`src/rtl/fetch_unit.sv`:
```
// Instruction fetch stage: PC register, req/ack memory fetch, valid/ready hand-off with beq/jump redirect.
// Optional halt-opcode stop is enabled by defining HALT_DETECT_EN.
module fetch_unit #(
  parameter logic [31:0] RESET_PC = 32'h0000_0000,
  parameter int          PC_STEP  = 4
) (
  input  logic        clk,
  input  logic        rst,
  output logic        imem_req,
  output logic [31:0] imem_addr,
  input  logic        imem_ack,
  input  logic [31:0] imem_rdata,
  output logic [31:0] instruction,
  output logic [31:0] pc_out,
  output logic        instr_valid,
  input  logic        instr_ready,
  input  logic        branch_taken,
  input  logic [31:0] branch_target,
  input  logic        jump,
  input  logic [31:0] jump_target,
  output logic [31:0] fetch_count,
  output logic        halted
);

`ifdef HALT_DETECT_EN
  typedef enum logic [1:0] {RESET, FETCH, HOLD, HALT} state_t;
`else
  typedef enum logic [1:0] {RESET, FETCH, HOLD} state_t;
`endif

  state_t      state;
  logic [31:0] pc;
  logic [31:0] next_pc;

  assign imem_addr = pc;
  assign pc_out    = pc;

  // Redirect targets are word-aligned on load; jump wins over branch.
  always_comb begin
    next_pc = pc + 32'(PC_STEP);
    if (jump)
      next_pc = {jump_target[31:2], 2'b00};
    else if (branch_taken)
      next_pc = {branch_target[31:2], 2'b00};
  end

  always_ff @(posedge clk or posedge rst) begin
    if (rst) begin
      state       <= RESET;
      pc          <= RESET_PC;
      instruction <= 32'h0;
      fetch_count <= 32'h0;
      imem_req    <= 1'b0;
      instr_valid <= 1'b0;
`ifdef HALT_DETECT_EN
      halted      <= 1'b0;
`endif
    end else begin
      case (state)
        RESET: begin
          state    <= FETCH;
          imem_req <= 1'b1;
        end
        FETCH: begin
          if (imem_ack) begin
            instruction <= imem_rdata;
            imem_req    <= 1'b0;
            instr_valid <= 1'b1;
            state       <= HOLD;
          end
        end
        HOLD: begin
          if (instr_ready) begin
            fetch_count <= fetch_count + 32'd1;
            instr_valid <= 1'b0;
`ifdef HALT_DETECT_EN
            if (instruction[31:26] == 6'h3f) begin
              halted <= 1'b1;
              state  <= HALT;
            end else
`endif
            begin
              pc       <= next_pc;
              imem_req <= 1'b1;
              state    <= FETCH;
            end
          end
        end
`ifdef HALT_DETECT_EN
        HALT: state <= HALT;
`endif
        default: begin
          state       <= RESET;
          imem_req    <= 1'b0;
          instr_valid <= 1'b0;
        end
      endcase
    end
  end

`ifndef HALT_DETECT_EN
  assign halted = 1'b0;
`endif

endmodule

```
`config.mk`:
```
export PLATFORM = sky130hd
export DESIGN_NAME = fetch_unit
export DESIGN_NICKNAME = d
export VERILOG_FILES = /design/src/rtl/fetch_unit.sv
export SDC_FILE = /design/constraint.sdc
export NUM_CORES = 1
export LEC_CHECK = 0
export ABC_AREA = 1
export CAP_MARGIN = 20
export CORE_MARGIN = 2
export CORE_UTILIZATION = 44
export CTS_CLUSTER_DIAMETER = 80
export DETAILED_ROUTE_END_ITERATION = 6
export HOLD_SLACK_MARGIN = 0.03
export PLACE_DENSITY_LB_ADDON = 0.08
export SLEW_MARGIN = 15
export SYNTH_ARGS = -nofsm -noshare
export SYNTH_HDL_FRONTEND = slang
export SYNTH_SLANG_ARGS = --single-unit
```
`constraint.sdc`:
```
create_clock -name clk -period 3.4 [get_ports clk]
set_input_delay 0.34 -clock clk [delete_from_list [all_inputs] [get_ports clk]]
set_output_delay 0.34 -clock clk [all_outputs]
set_load 0.05 [all_outputs]
```
* After elaboration in Yosys (flattened, before gate mapping)
Cells that the tools add are included.
** Cells by class
- Add/sub/neg operators :: 2
- Equality and inequality tests :: 4
- Muxes and demuxes :: 11
- Bitwise logic cells :: 1
- Reductions and logical operators :: 5
** Operator list (count)
- 32-bit two-way mux :: 2
- 32-bit by 1-bit adder with 32-bit output (second input constant) :: 1
- 32-bit by 3-bit adder with 32-bit output (second input constant) :: 1
- 1-bit case mux with 3 select lines :: 2
- 2-bit case mux with 3 select lines :: 1
- 2-bit AND reduction :: 3
- 1-bit two-way mux :: 4
- 2-bit two-way mux :: 2
- 2-bit inequality test (second input constant) :: 2
- 3-bit AND reduction :: 1
- 2-bit by 1-bit == test with 1-bit output (second input constant) :: 1
- 2-bit == test (second input constant) :: 1
- 2-bit zero test :: 1
- 1-bit inverter :: 1
** Word-level totals
- Register bits after elaboration :: 100
- Bits of input ports :: 102
- Output and inout bits :: 131
- Logic and storage cells :: 29

* Depth between registers and ports, before layout
Gate-level depths: netlist of the first run.
- Depth after elaboration :: 3
- Gate-level depth with buffers :: 11
- Gate-level depth less buffers :: 11

* Least setup slack after synthesis of the first run
OpenSTA, ideal clock, no wires.
- Kind :: reg-to-reg
- From :: register pc[3], in the netlist imem_addr[3]
- To :: register pc[28], in the netlist imem_addr[28]
- Library setup time :: 0.122 ns
- Data arrival time :: 1.768 ns
- Required time :: 3.278 ns
- Setup slack :: 1.510 ns
- Cell stages (with the launch flop) :: 11
- Path buffers :: 0
- Clock period less this slack :: 1.890 ns
- Cells stage by stage :: dfrtp_1 -> ha_1 -> nand2_1 -> nor2_2 -> nand2_2 -> nor2_1 -> nand2_1 -> nand2_1 -> nand3_1 -> nand2_1 -> a21oi_1
** On the way
- Cells in the longest elaborated chain, start to end :: 3
** RTL lines
- start, declared :: RTL line 32 : logic [31:0] pc;
- start signal, assigned :: RTL line 83 : pc <= next_pc;
- 32-bit by 3-bit adder with 32-bit output :: RTL line 40 : next_pc = pc + 32'(PC_STEP);
- 32-bit two-way mux :: RTL line 43 : else if (branch_taken)
- 32-bit two-way mux :: RTL line 41 : if (jump)
Every way passes these cells.
A chain may end at the register's enable or synchronous reset.

* Final worst setup path of the first run
- From :: register pc[24], in the netlist imem_addr[24]
- To :: output imem_addr[24]
** RTL lines
- end, declared :: RTL line 10 : output logic [31:0] imem_addr,
No word-level cell between the ends.

==> results of run 1 <==
-- area by class of cell --
| type | instances | area share [%] |
|---|---|---|
| inverters | 71 | 3.22 |
| multi-input cells | 556 | 34.1 |
| repair buffers | 228 | 27.2 |
| well taps | 176 | 2.63 |
| flip-flops and latches | 97 | 29.0 |
| clock buffers | 9 | 2.69 |
| clock inverters | 6 | 1.08 |
-- through the flow --
| stage | power [µW] | utilization [%] | cell area, µm² | setup slack, ns |
|---|---|---|---|---|
| floorplan | 5180 | - | 5890 | 0.526 |
| global placement | 6470 | 61.2 | 8040 | 1.06 |
| detailed placement | 6510 | 61.2 | 8040 | 1.03 |
| CTS | 7650 | 63.6 | 8360 | 1.32 |
| global route | 8010 | 63.6 | 8360 | 1.25 |
| finish | 7610 | 63.6 | 8360 | 1.33 |
-- routing by layer --
layer / vias to the layer above / GRT usage (%) / wire [µm]
met2: 183 / 40.0 / 7970
met5: - / 0 / 0
li1: 2811 / - / -
met1: 2591 / 30.1 / 7200
met4: 0 / 7.43 / 334
met3: 24 / 6.08 / 1130
-- Yosys cell counts (all sizes together), types with 3 or more instances --
| cell type | instances | share of area, % |
|---|---|---|
| nand2 | 208 | 14 |
| mux2 | 32 | 6.1 |
| dfrtp | 97 | 41 |
| o21ai | 23 | 2.0 |
| xor2 | 18 | 2.7 |
| a21oi | 39 | 3.3 |
| nor2 | 129 | 8.9 |
| nand4 | 6 | 1.0 |
| inv | 71 | 4.5 |
| buf | 47 | 5.3 |
| xnor2 | 10 | 1.5 |
| nand3 | 54 | 4.9 |
| o211ai | 3 | 0.38 |
| clkbuf | 11 | 0.70 |
| nor3 | 7 | 0.79 |
| a22oi | 10 | 1.3 |
-- registers in the layout, indices dropped and copies added (netlist names) --
name and flops:
fetch_count 32, imem_addr 30, state 2, instruction 32
instr_valid 1
-- worst paths after layout --
check,endpoint,cells after the start
min in group clk,instruction[3],1
hold / removal,instruction[5],2
setup reg to reg,imem_addr[28],10
max in group asynchronous,imem_addr[18],3
setup / recovery,imem_addr[24],1
hold reg to reg,instruction[3],1
-- cells by family after synthesis --
group,Yosys count,share of synthesized area (%)
buf+inv,129,10.6
other cells,1,0.0638
fa+ha+maj,2,0.426
compound gates,81,7.70
xor+xnor,28,4.17
simple gates,408,29.6
flops,97,41.3
mux,32,6.13
-- power by group through the flow --
stage	Sequential (µW)	Clock [µW]	Combinational, µW
2_1_floorplan	3330	0	1850
3_3_place_gp	2010	0	4460
3_5_place_dp	2030	0	4480
4_1_cts	2010	1140	4500
5_1_grt	2080	1190	4740
6_report	2010	1120	4480
==> impl.org, run 1 <==
** Critical path
- In this run the worst setup path begins at imem_addr[24].
- The worst setup path is launched from a register.
- The slowest stage of the critical path is the sky130_fd_sc_hd__clkdlybuf4s50_1 cell.
- FF-to-FF Start :: imem_addr[2]
- The worst setup path is captured at an output pin.
- Along the worst path, the maximum fanout reaches 7.
- For this run, the slowest stage of the critical path takes between 0.8 and 0.9 ns.
- The number of buffers and inverters on the critical path is 1.
- Setup slack on the worst reg-to-reg path comes out at 1.41 ns.
- Data arrival time of the worst path :: 1.73 ns
- The critical path in this run is classified as reg2out.
- Traced cell by cell, the critical path runs through clkdlybuf4s50_1.
- Required @ worst endpoint :: approximately 3 ns
- Cell type group with the largest total delay on the critical path :: buffers and inverters

** Placed design
- Final GP Congestion :: 0.881
- After detailed placement, the design holds a cell count of 1,128.
- Port Buf Inserts :: 223
- Detailed placement finished with a half-perimeter wire length of approximately 12,000 µm.

** Finish
- Once layout is complete, the cells apart from fillers number 1,143.
- The library cell used most frequently in the layout, excluding fill and tap cells, is sky130_fd_sc_hd__clkdlybuf4s50_1.
- Layout cell share with drive strength beyond 1 :: 8.27%
- ANT cells :: 0
- Summing all flip-flop and latch instances after layout gives 0.00243 mm².
- Counting the fill cells in the layout gives 1,204.
- Area taken by multi-input logic gates :: 0.00285 mm²
- Leaving out fill and tap cells, the most frequent cells in the layout are 222 x sky130_fd_sc_hd__clkdlybuf4s50_1, 203 x sky130_fd_sc_hd__nand2_1, 118 x sky130_fd_sc_hd__nor2_1.
- The final layout contains 1,067 nets.
- Compared with the post-synthesis result, the final layout area differs by 42.2%.

** STA
- Skew final :: about 0.0077 ns
- Final hold analysis gives a worst-case slack of 0.447 ns.
- Setup violations remaining at the end of the flow were counted as 0.
- The number of failing hold endpoints at the final stage is 0.
- Setup repair after global routing left no endpoint under its margin.
- The max-slew violation count is 0.
- After routing, the total negative slack on setup checks comes to 0 ns.
- Final Cycle Share :: 60.9%
- For this run, the top clock speed supported by timing is 483 MHz.
- For the finished layout, the period the worst path requires is approximately 2.1 ns.
- At the pin with the least slew margin, the transition time is 0.771 ns.
- Max_slew headroom :: 48.5%

** Floorplanning
- The region available for standard cell placement spans 0.0131 mm².
- During I/O placement, the number of pins put on the boundary was 233.
- The initial utilization of the core area, before any placement, comes to 44.8%.
- Cell row count :: between 40 and 50
- In this run the horizontal extent of the chip is ~120 µm.
- Die Y :: 120 µm
- The die covers 0.0143 mm².

** Clock tree
- Post-cts sizing count :: 0
- Clock-pin slew was measured on the worst setup and hold paths at roughly 0.070 ns.
- CTS H-tree depth :: 3
- The number of clock buffers added by TritonCTS is 9.
- The clock passes through at most 2 buffers.
- Worst skew pair latency :: 0.35 ns
- Number of hold-repair buffers added at the cts stage :: 0
- CTS Root Cell :: sky130_fd_sc_hd__clkbuf_16
- Buffers added to address setup during post-CTS repair amount to 0.
- Sinks on Clock Net :: 97
- CTS tree :: built

** Global route
- The via count of the first global-routing pass was about 5,500.
- Initial antenna violation count :: 0
- Entering global routing, the biggest net connects 51 pins.
- The first global-routing pass estimated 27,200 µm of wire.
- The total overflow left after global routing is 0.
- Global routing used 23.8% of the available tracks.

** Power
- The analysis attributes to net switching a power of 3880 µW.
- Switching share of power :: 51.0%
- LEAKAGE :: 0.00383 µW
- IR analysis of the VDD net gives a maximum drop of ~0.00053 V.
- Share of power burned in combinational logic :: 58.9%
- Reg power frac :: 26.5%
- Clock network fraction of total power :: 14.7%
- Pwr/cell area :: between 900 and 1000 mW/mm²
- The internal portion of the total power is 3720 µW.

** Yosys
- After synthesis the netlist holds a flip-flop and latch count of 97.
- Counting flops with a built-in enable in the synthesized netlist gives 0.
- During synthesis, Yosys emitted a total of 0 warnings.
- In the synthesized netlist, the number of instances is 778.
- Post-synthesis area per instance :: 7.56 µm²
- Among all flip-flop cells after synthesis, the most frequent one is sky130_fd_sc_hd__dfrtp_1.
- Number of distinct library cells after synthesis :: 39
- Of the synthesized area, sequential elements account for between 40 and 50%.
- Netlist area before placement :: between 0.005 and 0.006 mm²
- In the synthesized netlist the async set-or-reset flop fraction comes to 100%.

** Flow run
- Max-cap violations in this run came to 0.

** Routing
- The first routing iteration left 408 violations.
- The detail route stage leaves a number of antenna-violating nets equal to 0.
- Routed vias/inst :: 4.91
- After detailed routing, the average wire length per cell comes to 14.5 µm.
- In the routed design, unresolved DRC markers number 0.
- Number of detailed-routing iterations run before antenna repair :: 4
- Routed WL :: between 15,000 and 20,000 µm
- Overall via count from detail_route :: 5,609

** Min path
- The path class of the tightest hold or removal check is in2async.

** Run status
- The run finished with clean final reports.
Note: power is estimated with default switching activity, not from simulation.
==> run 2: changes to the inputs <==
==> constraint.sdc (replaced) <==
create_clock -name clk -period 2.2 [get_ports clk]
set_input_delay 0.22 -clock clk [delete_from_list [all_inputs] [get_ports clk]]
set_output_delay 0.22 -clock clk [all_outputs]
set_load 0.05 [all_outputs]
==> impl.org, run 2 (synthesis results as in run 1) <==
** Run status
- The flow ran to the end, and the final reports show no timing, DRC or antenna violations.

** Finish
- From synthesis to final layout, the design area changed by 42.8%.
- Post-Route Utilization :: 63.9%
- The library cells used most frequently in the layout, excluding fill and tap cells, are 222 x sky130_fd_sc_hd__clkdlybuf4s50_1, 203 x sky130_fd_sc_hd__nand2_1, 118 x sky130_fd_sc_hd__nor2_1.
- ANT cells :: 0
- Layout cell share with drive strength beyond 1 :: between 8 and 9%
- Number of nets at the end of the flow :: about 1,100
- Most common library cell in the layout ignoring fill and taps :: sky130_fd_sc_hd__clkdlybuf4s50_1

** Critical path
- Setup slack on the worst reg-to-reg path comes out at 0.32 ns.
- Data arrival time of the worst path :: 1.76 ns
- The worst register-to-register path begins at imem_addr[2].
- The cell family contributing the most delay on the critical path is buffers and inverters.
- Worst r2r dst :: imem_addr[28]
- Counting both buffers and inverters, the worst setup path holds a total of 1.
- Category of the worst setup path capture point :: output pin
- In this run the worst path has a maximum fanout of 7.
- Startpoint type of the worst setup path :: register
- The slowest stage of the critical path belongs to the cell sky130_fd_sc_hd__clkdlybuf4s50_1.
- Crit path kind :: reg2out
- Required @ worst endpoint :: 1.98 ns
- Critical path, cell by cell :: clkdlybuf4s50_1
- Delay of the slowest cell on the worst path :: 0.87 ns
- Counting cells, the worst reg-to-reg path comes to 9.

** Floorplanning
- Die width :: 120 µm
- Cell row count :: 42
- The floorplan step defined a core boundary enclosing approximately 0.013 mm².
- The die covers 0.0143 mm².
- Initial core utilization :: 44.8%
- Measured along the y axis, the die boundary spans 120 µm.
- IO Pins :: around 230

** Placed design
- The wire-length estimate of the detail-placed layout is 12,500 µm.
- During placement, the flow inserted port buffers numbering 223.
- Final GP Congestion :: 0.888

** Clock tree
- CTS tree :: built
- CTS Root Cell :: sky130_fd_sc_hd__clkbuf_16
- CTS built an H-tree with a depth of 3.
- Sinks on Clock Net :: 97
- Clk slew on worst S/H paths :: approximately 0.07 ns
- Num CTS Buffers :: 9
- Worst skew pair latency :: 0.35 ns
- In this run, post-CTS hold repair placed 0 buffers.
- Gates resized during post-CTS repair numbered 0.
- In this run the post-CTS setup repair buffer count came out at 0.
- The longest clock path from root to sink contains 2 buffers.

** Power
- IR analysis of the VDD net gives a maximum drop of 0.000926 V.
- Dividing total power by cell area gives a power density of 1380 mW/mm².
- LEAKAGE :: between 0.003 and 0.004 µW

** STA
- Total negative slack for setup checks :: 0 ns
- Final Cycle Share :: 89.8%
- Max_slew headroom :: ~60%
- Unrepaired setup endpoints after global routing :: false
- On the final layout, the worst hold slack is 0.239 ns.
- Final Hold Viols :: 0
- Pins over their slew limit :: 0
- For the pin with the worst max-slew slack, the measured transition is 0.596 ns.
- Highest clock rate :: 506 MHz
- Number of setup violations in the final report :: 0
- Counting I/O delays and the setup requirement, the final critical path takes 1.98 ns.
- Skew final :: 0.0126 ns

** Global route
- Pin count of the biggest net entering global routing :: 56
- Remaining Overflow, GRT :: 0
- Global-route wire length before repair :: 27,300 µm
- Initial antenna violation count :: 1
- The via count of the first global-routing pass came to 5,418.
- Total routing usage reported by global routing :: between 20 and 25%

** Routing
- Antenna violation net count after detailed routing :: 0
- Post-detailed-route DRC marker count :: 0
- Routed WL :: ~17,000 µm
- WL/cell :: 14.6 µm
- Overall via count from detail_route :: 5,681
- The first detailed-routing pass took 5 iterations.
- Routed vias/inst :: 4.95
- Drt initial violations :: between 400 and 500

** Flow run
- Max-cap violations in this run came to 0.

** Min path
- The path class of the tightest hold or removal check is in2async.
==> run 2: through the flow <==
stage               cell area, µm²  power (µW)  setup WS, ns  std cells
global route                  8400       12200         0.160       1148
detailed placement            8110       10100         0.296       1132
global placement              8110       10000         0.307       1132
CTS                           8400       11700         0.205       1148
floorplan                     5900        8000         0.310        782
finish                        8400       11600         0.224       1148
==> run 2: area by class of cell <==
type	instances	area, µm²
inverters	71	270
multi-input cells	556	2850
clock inverters	5	40.0
fillers	1200	4740
clock buffers	11	243
repair buffers	232	2340
flip-flops and latches	97	2430
well taps	176	220
==> run 2: power by group <==
group,total [µW],switching (µW),internal [µW]
sequential,3100,693,2410
combinational,6950,4580,2380
clock,1520,711,807
total,11600,5980,5600
==> run 2: worst max path at each step <==
stage                  startpoint               to  slack, ns  cells after the start
floorplan            imem_addr[3]    imem_addr[28]       0.31                     10
global placement      instr_ready  fetch_count[29]       0.31                      6
detailed placement    instr_ready  fetch_count[29]       0.30                      6
CTS                 imem_addr[24]    imem_addr[24]       0.20                      1
global route         imem_addr[2]    imem_addr[28]       0.16                     10
finish              imem_addr[24]    imem_addr[24]       0.22                      1
==> run 2: metal layers <==
metal | vias up | GRT usage, % | share of wire [%]
li1 | 2827 | - | -
met1 | 2622 | 32.2 | 44
met2 | 203 | 37.8 | 47
met3 | 29 | 5.94 | 7.5
met4 | 0 | 8.90 | 2.3
met5 | - | 0 | 0
==> run 3: changes to the inputs <==
--- a/config.mk
+++ b/config.mk
@@ -13,6 +13,7 @@
 export DETAILED_ROUTE_END_ITERATION = 6
 export HOLD_SLACK_MARGIN = 0.03
 export PLACE_DENSITY_LB_ADDON = 0.08
+export SKIP_LAST_GASP = 1
 export SLEW_MARGIN = 15
 export SYNTH_ARGS = -nofsm -noshare
 export SYNTH_HDL_FRONTEND = slang
==> results of run 3 <==
Final layout, timing and power as in run 2 (identical DEF).
